### config.mk
export PLATFORM = sky130hd
export DESIGN_NAME = exe_mem_pipe_reg
export DESIGN_NICKNAME = d
export VERILOG_FILES = /design/src/rtl/exe_mem_pipe_reg.sv
export SDC_FILE = /design/constraint.sdc
export NUM_CORES = 1
export LEC_CHECK = 0
export ABC_CLOCK_PERIOD_IN_PS = 7400
export CAP_MARGIN = 20
export CORE_MARGIN = 2
export CORE_UTILIZATION = 35
export CTS_CLUSTER_SIZE = 16
export DETAILED_ROUTE_END_ITERATION = 6
export GPL_TIMING_DRIVEN = 0
export PLACE_DENSITY = 0.8
export SYNTH_ARGS = -nofsm -noshare
export SYNTH_HDL_FRONTEND = slang
export SYNTH_SLANG_ARGS = --single-unit
### constraint.sdc
create_clock -name clk -period 7.4 [get_ports clk]
set_input_delay 2.22 -clock clk [delete_from_list [all_inputs] [get_ports clk]]
set_output_delay 2.22 -clock clk [all_outputs]
set_load 0.05 [all_outputs]
### src/rtl/exe_mem_pipe_reg.sv
// exe_mem_pipe_reg: EXE->MEM pipeline register with valid, stall, flush and occupancy; optional PC trace under EXE_MEM_PC_TRACE_EN
module exe_mem_pipe_reg #(
  parameter int DATA_W = 32,
  parameter int DEST_W = 4,
  parameter int STAGES = 1,
  parameter int OCC_W  = 3
) (
  input  logic              clk,
  input  logic              rst,
  input  logic              stall,
  input  logic              flush,
  input  logic              valid_in,
  input  logic              wb_en,
  input  logic              mem_r_en,
  input  logic              mem_w_en,
  input  logic [DATA_W-1:0] val_rm,
  input  logic [DEST_W-1:0] dest,
  input  logic [DATA_W-1:0] alu_res,
  input  logic [DATA_W-1:0] pc,
  output logic              valid_out,
  output logic              wb_en_out,
  output logic              mem_r_en_out,
  output logic              mem_w_en_out,
  output logic [DATA_W-1:0] val_rm_out,
  output logic [DEST_W-1:0] dest_out,
  output logic [DATA_W-1:0] alu_res_out,
  output logic [DATA_W-1:0] pc_out,
  output logic [OCC_W-1:0]  occupancy
);
  localparam int L = STAGES - 1;
  logic [STAGES-1:0] v_q, wb_q, mr_q, mw_q;
  logic [DATA_W-1:0] rm_q [STAGES];
  logic [DEST_W-1:0] dest_q [STAGES];
  logic [DATA_W-1:0] alu_q [STAGES];
  logic [OCC_W-1:0]  occ_q;
  // valid/control slices and occupancy: cleared by rst or flush, held on stall, shifted otherwise
  always_ff @(posedge clk)
    if (rst || flush) begin
      v_q   <= '0;
      wb_q  <= '0;
      mr_q  <= '0;
      mw_q  <= '0;
      occ_q <= '0;
    end else if (!stall) begin
      v_q[0]  <= valid_in;
      wb_q[0] <= wb_en & valid_in;
      mr_q[0] <= mem_r_en & valid_in;
      mw_q[0] <= mem_w_en & valid_in;
      for (int k = 1; k < STAGES; k++) begin
        v_q[k]  <= v_q[k-1];
        wb_q[k] <= wb_q[k-1];
        mr_q[k] <= mr_q[k-1];
        mw_q[k] <= mw_q[k-1];
      end
      occ_q <= occ_q + OCC_W'(valid_in) - OCC_W'(v_q[L]);
    end
  // data slices: zeroed by rst, held through stall and flush, captured regardless of valid_in
  always_ff @(posedge clk)
    if (rst) begin
      for (int k = 0; k < STAGES; k++) begin
        rm_q[k]   <= '0;
        dest_q[k] <= '0;
        alu_q[k]  <= '0;
      end
    end else if (!stall && !flush) begin
      rm_q[0]   <= val_rm;
      dest_q[0] <= dest;
      alu_q[0]  <= alu_res;
      for (int k = 1; k < STAGES; k++) begin
        rm_q[k]   <= rm_q[k-1];
        dest_q[k] <= dest_q[k-1];
        alu_q[k]  <= alu_q[k-1];
      end
    end
`ifdef EXE_MEM_PC_TRACE_EN
  logic [DATA_W-1:0] pc_q [STAGES];
  // pc slices follow the same hold/advance rules as alu_res
  always_ff @(posedge clk)
    if (rst) begin
      for (int k = 0; k < STAGES; k++) pc_q[k] <= '0;
    end else if (!stall && !flush) begin
      pc_q[0] <= pc;
      for (int k = 1; k < STAGES; k++) pc_q[k] <= pc_q[k-1];
    end
  assign pc_out = pc_q[L];
`else
  logic unused_pc;
  assign unused_pc = ^pc;
  assign pc_out = '0;
`endif
  assign valid_out    = v_q[L];
  assign wb_en_out    = wb_q[L] & v_q[L];
  assign mem_r_en_out = mr_q[L] & v_q[L];
  assign mem_w_en_out = mw_q[L] & v_q[L];
  assign val_rm_out   = rm_q[L];
  assign dest_out     = dest_q[L];
  assign alu_res_out  = alu_q[L];
  assign occupancy    = occ_q;
endmodule
### Word level (Yosys, flattened, before mapping)

Memory sizes are Yosys's and may differ from the RTL's.
Index checks and enable logic that the tools add are counted.

| word-level totals | value |
|---|---|
| register bits after elaboration | 7 |
| bits in writable memories | 68 |
| output and inout port bits | 107 |
| logic and storage cells | 34 |
| memories kept | 3 |

| cells by class | value |
|---|---|
| add/sub/neg operators | 2 |
| mux-type cells | 11 |
| bitwise operators | 6 |
| reductions and logical operators | 7 |

Memories:

| memory | depth | bits a word | read ports | clocked after Yosys merged registers in | write ports | RTL line | source |
|---|---|---|---|---|---|---|---|
| alu_q | 1 | 32 | 1 | 0 | 1 | 34 | `logic [DATA_W-1:0] alu_q [STAGES];` |
| rm_q | 1 | 32 | 1 | 0 | 1 | 32 | `logic [DATA_W-1:0] rm_q [STAGES];` |
| dest_q | 1 | 4 | 1 | 0 | 1 | 33 | `logic [DEST_W-1:0] dest_q [STAGES];` |

Operator list:

| kind | number |
|---|---|
| $mux W32 | 2 |
| $reduce_or A32 Y1 | 2 |
| $mux W1 | 8 |
| $and A1 B1 Y1 | 6 |
| $mux W4 | 1 |
| $reduce_or A4 Y1 | 1 |
| $add A3 B1 Y3 | 1 |
| $sub A3 B1 Y3 | 1 |
| $logic_not A1 Y1 | 2 |
| $logic_and A1 B1 Y1 | 1 |
| $logic_or A1 B1 Y1 | 1 |

### Longest topological paths before layout

| logic depth | value |
|---|---|
| depth in word-level cells | 7 |
| mapped depth | 9 |
| mapped depth without buffers | 9 |

### Least setup slack after synthesis

No wires, ideal clock.

| timing path | value |
|---|---|
| kind | input to register |
| start point | input stall |
| end point | memory alu_q[0][0], enable pin |
| data arrival time | 5.519 ns |
| slack | 1.373 ns |
| cell stages on the path | 2 |
| path through | buf_6 -> o21bai_1 |

| between the ends | value |
|---|---|
| longest elaborated chain between the ends | 7 |

Ends and longest elaborated chain:

| what | RTL line | source |
|---|---|---|
| start, declared | 10 | `input logic stall,` |
| $logic_not A1 Y1 * | 65 | `end else if (!stall && !flush) begin` |
| $logic_and A1 B1 Y1 * | 65 |  |
| $mux W1 * | 65 |  |
| $mux W1 * | 59 | `if (rst) begin` |
| $mux W1 (implied by the code) * | 68 | `alu_q[0] <= alu_res;` |
| $reduce_or A32 Y1 (no line) | -- |  |
| $mux W1 (no line) * | -- |  |
| end, declared | 34 |  |

Mark *: on every way between the ends. The rest lies on a longest branch, timed or not.

### Worst setup path after layout

| timing path | value |
|---|---|
| start point | register v_q, in the netlist valid_out |
| end point | output mem_w_en_out |

| between the ends | value |
|---|---|
| longest elaborated chain between the ends | 1 |

Ends and longest elaborated chain:

| what | RTL line | source |
|---|---|---|
| start, declared | 31 | `logic [STAGES-1:0] v_q, wb_q, mr_q, mw_q;` |
| start signal, assigned by index | 50 | `v_q[k] <= v_q[k-1];` |
| $and A1 B1 Y1 | 94 | `assign mem_w_en_out = mw_q[L] & v_q[L];` |
| end, declared | 23 | `output logic mem_w_en_out,` |

No other way between the ends.

==> out/metrics.cfg <==
[routing]
routed_wl_mm=7.00
dr.pass1.iters=4
routedWlPerCell_um=13.4
vias=2134
antenna_left=0
remaining_drc_errors=0
drt_iter0_drc=43
via_per_inst=4.09

[worst_setup_path]
path_class=reg2out
crit_chain=and2_1, clkdlybuf4s50_1
cp_slowest_stage_delay_ns=0.81
path_max_fanout=6
rr_startpoint=valid_out
critPathLaunchType=register
startpoint=valid_out
crit_required_ns=5.18
end_kind=primary output
arrival_ns=1.75
crit_slowest_cell=clkdlybuf4s50_1

[clock_network]
cts_buffers=9
cts.htree.levels=3
clk_latency_ns=0.33
cts_tree=built
cts_root_buffer=clkbuf_8
cts_hold_repair.buffers=0
clock_sinks=75
path_clk_slew_ns=0.08
cts_max_path_buffers=2
cts_resized=0
cts_setup_buffers=0

[placed_design]
dpl.hpwl_mm=5.46
portBuffers=150
pre_cts_ws_ns=3.41
dp_cells=506
gp_congestion=0.692

[finish]
nets=520
diodes=0
area_delta_synth_final_pct=63.6
drive_above_1_share_pct=14.7
final_cell_mix=150 x clkdlybuf4s50_1, 71 x and2_1, 68 x edfxtp_1
final_common_cell=clkdlybuf4s50_1
fin_cells=522
fillCellCount=695

[floorplanning]
row_count=34
design.core.area_sq_um=8720
die_x_um=98.7
fp.dieH_um=98.7
io_pins=215
start_util_pct=36.0
fp.dieArea_sq_um=9740

[power]
ir_worst_vdd_uv=86.1
power_density_nw_per_um2=213
leakagePower_nw=2.05
p_total_mw=1.09

[yosys]
seq_area_frac_synth_pct=69.6
ys_ff_latch=75
synth_cell_types=23
postSynthAreaPerCell_sq_um=14.6
syn-instance-count=215
ys_warn_count=0
syn_area_sq_um=3140

[timing]
timing.final.hold_violations=0
finalWorstPathRequiredPeriod_ns=3.97
report.final.slew_viol_count=0
skew_ns=0.000287
setup_viol=0
finalCritPeriodShare_pct=53.7
fmax_mhz=252
slew_headroom_pct=61.4
rsz0062_at_grt=no
tightest_slew_ns=0.577
fin_ws_ns=3.43
fin_setup_tns_ns=0

[global_routing]
grt_pass1_vias=2161
track_usage_pct=14.2
grt_overflow=0
antenna_found_initial=0
grt_max_degree=33
grt_pass1_wl_mm=10.6

[min_path]
hp-class=reg2reg
worstHoldStart=wb_q

[flow_run]
maxCapViolations=0

[outcome]
status=finished clean

==> cells in the mapped netlist, drive strengths merged <==
library cell  count  area [sq um]
o21ai             1          5.00
dfxtp             7           140
and2b             1          8.76
ha                2          25.0
nor3              1          16.3
mux2i             1          10.0
clkbuf            5          23.8
conb              1          3.75
o21bai            1          7.51
a21oi             3          18.8
and2             71           444
nor2              7          26.3
or2               1          6.26
edfxtp           68          2040
or3               1          11.3
inv               3          11.3
buf              36           285
a22oi             3          22.5
xnor2             1          8.76
fa                1          20.0
==> worst max-delay path, delay by kind of cell (launching register included) <==
family        cells  cell delay (ns)
simple gates      1             0.17
buf+inv           1             0.81
flops             1             0.44
==> logic make-up after synthesis <==
logic type	Yosys count	share of synthesized area, %
buf+inv	44	10.2
xor+xnor	1	0.279
compound gates	8	1.72
mux	1	0.319
other cells	1	0.120
flops	75	69.6
fa+ha+maj	3	1.44
simple gates	82	16.4
==> metrics by stage <==
step           hold slack [ns]  util, %  instance area, sq um
2_1_floorplan            0.473        -                  3250
3_3_place_gp             0.493     56.1                  4890
3_5_place_dp             0.511     56.7                  4950
4_1_cts                  0.529     58.8                  5130
5_1_grt                  0.551     58.8                  5130
6_report                 0.534     58.8                  5130
==> layout make-up <==
cell class	instances	area [sq um]	share of cell area [%]
clock buffer	9	124	2.41
sequential	75	2180	42.5
multi-input combinational	127	762	14.9
tap	108	135	2.63
clock inverter	7	58.8	1.15
inverter	3	11.3	0.219
buffer	41	309	6.02
timing repair buffer	152	1550	30.2
==> power breakdown <==
part	internal, mW	switching, mW	total, mW	leakage, nW
Clock	0.151	0.141	0.292	0.0915
Sequential	0.495	0.00905	0.504	0.748
Combinational	0.109	0.187	0.296	1.21
Total	0.755	0.337	1.09	2.05
==> path summary, 6_finish.rpt <==
kind / slack [ns] / end / depth (start not counted)
setup reg to reg: 5.42 / occupancy[2] / 8
hold reg to reg: 0.53 / wb_q / 2
hold / removal: 0.53 / wb_q / 2
setup / recovery: 3.43 / mem_w_en_out / 2
==> registers in the layout, indices dropped and copies added (netlist names) <==
name       cells
mr_q           1
dest_q         4
mw_q           1
wb_q           1
valid_out      1
occupancy      3
alu_q         32
rm_q          32
==> metal layers <==
metal	vias to the layer above	track usage, %	share of wire, %
li1	1049	-	-
met1	956	15.9	39
met2	120	24.8	50
met3	9	5.04	10
met4	0	5.69	1.3
met5	-	0	0
No activity file was read; power rests on OpenSTA's default activity.
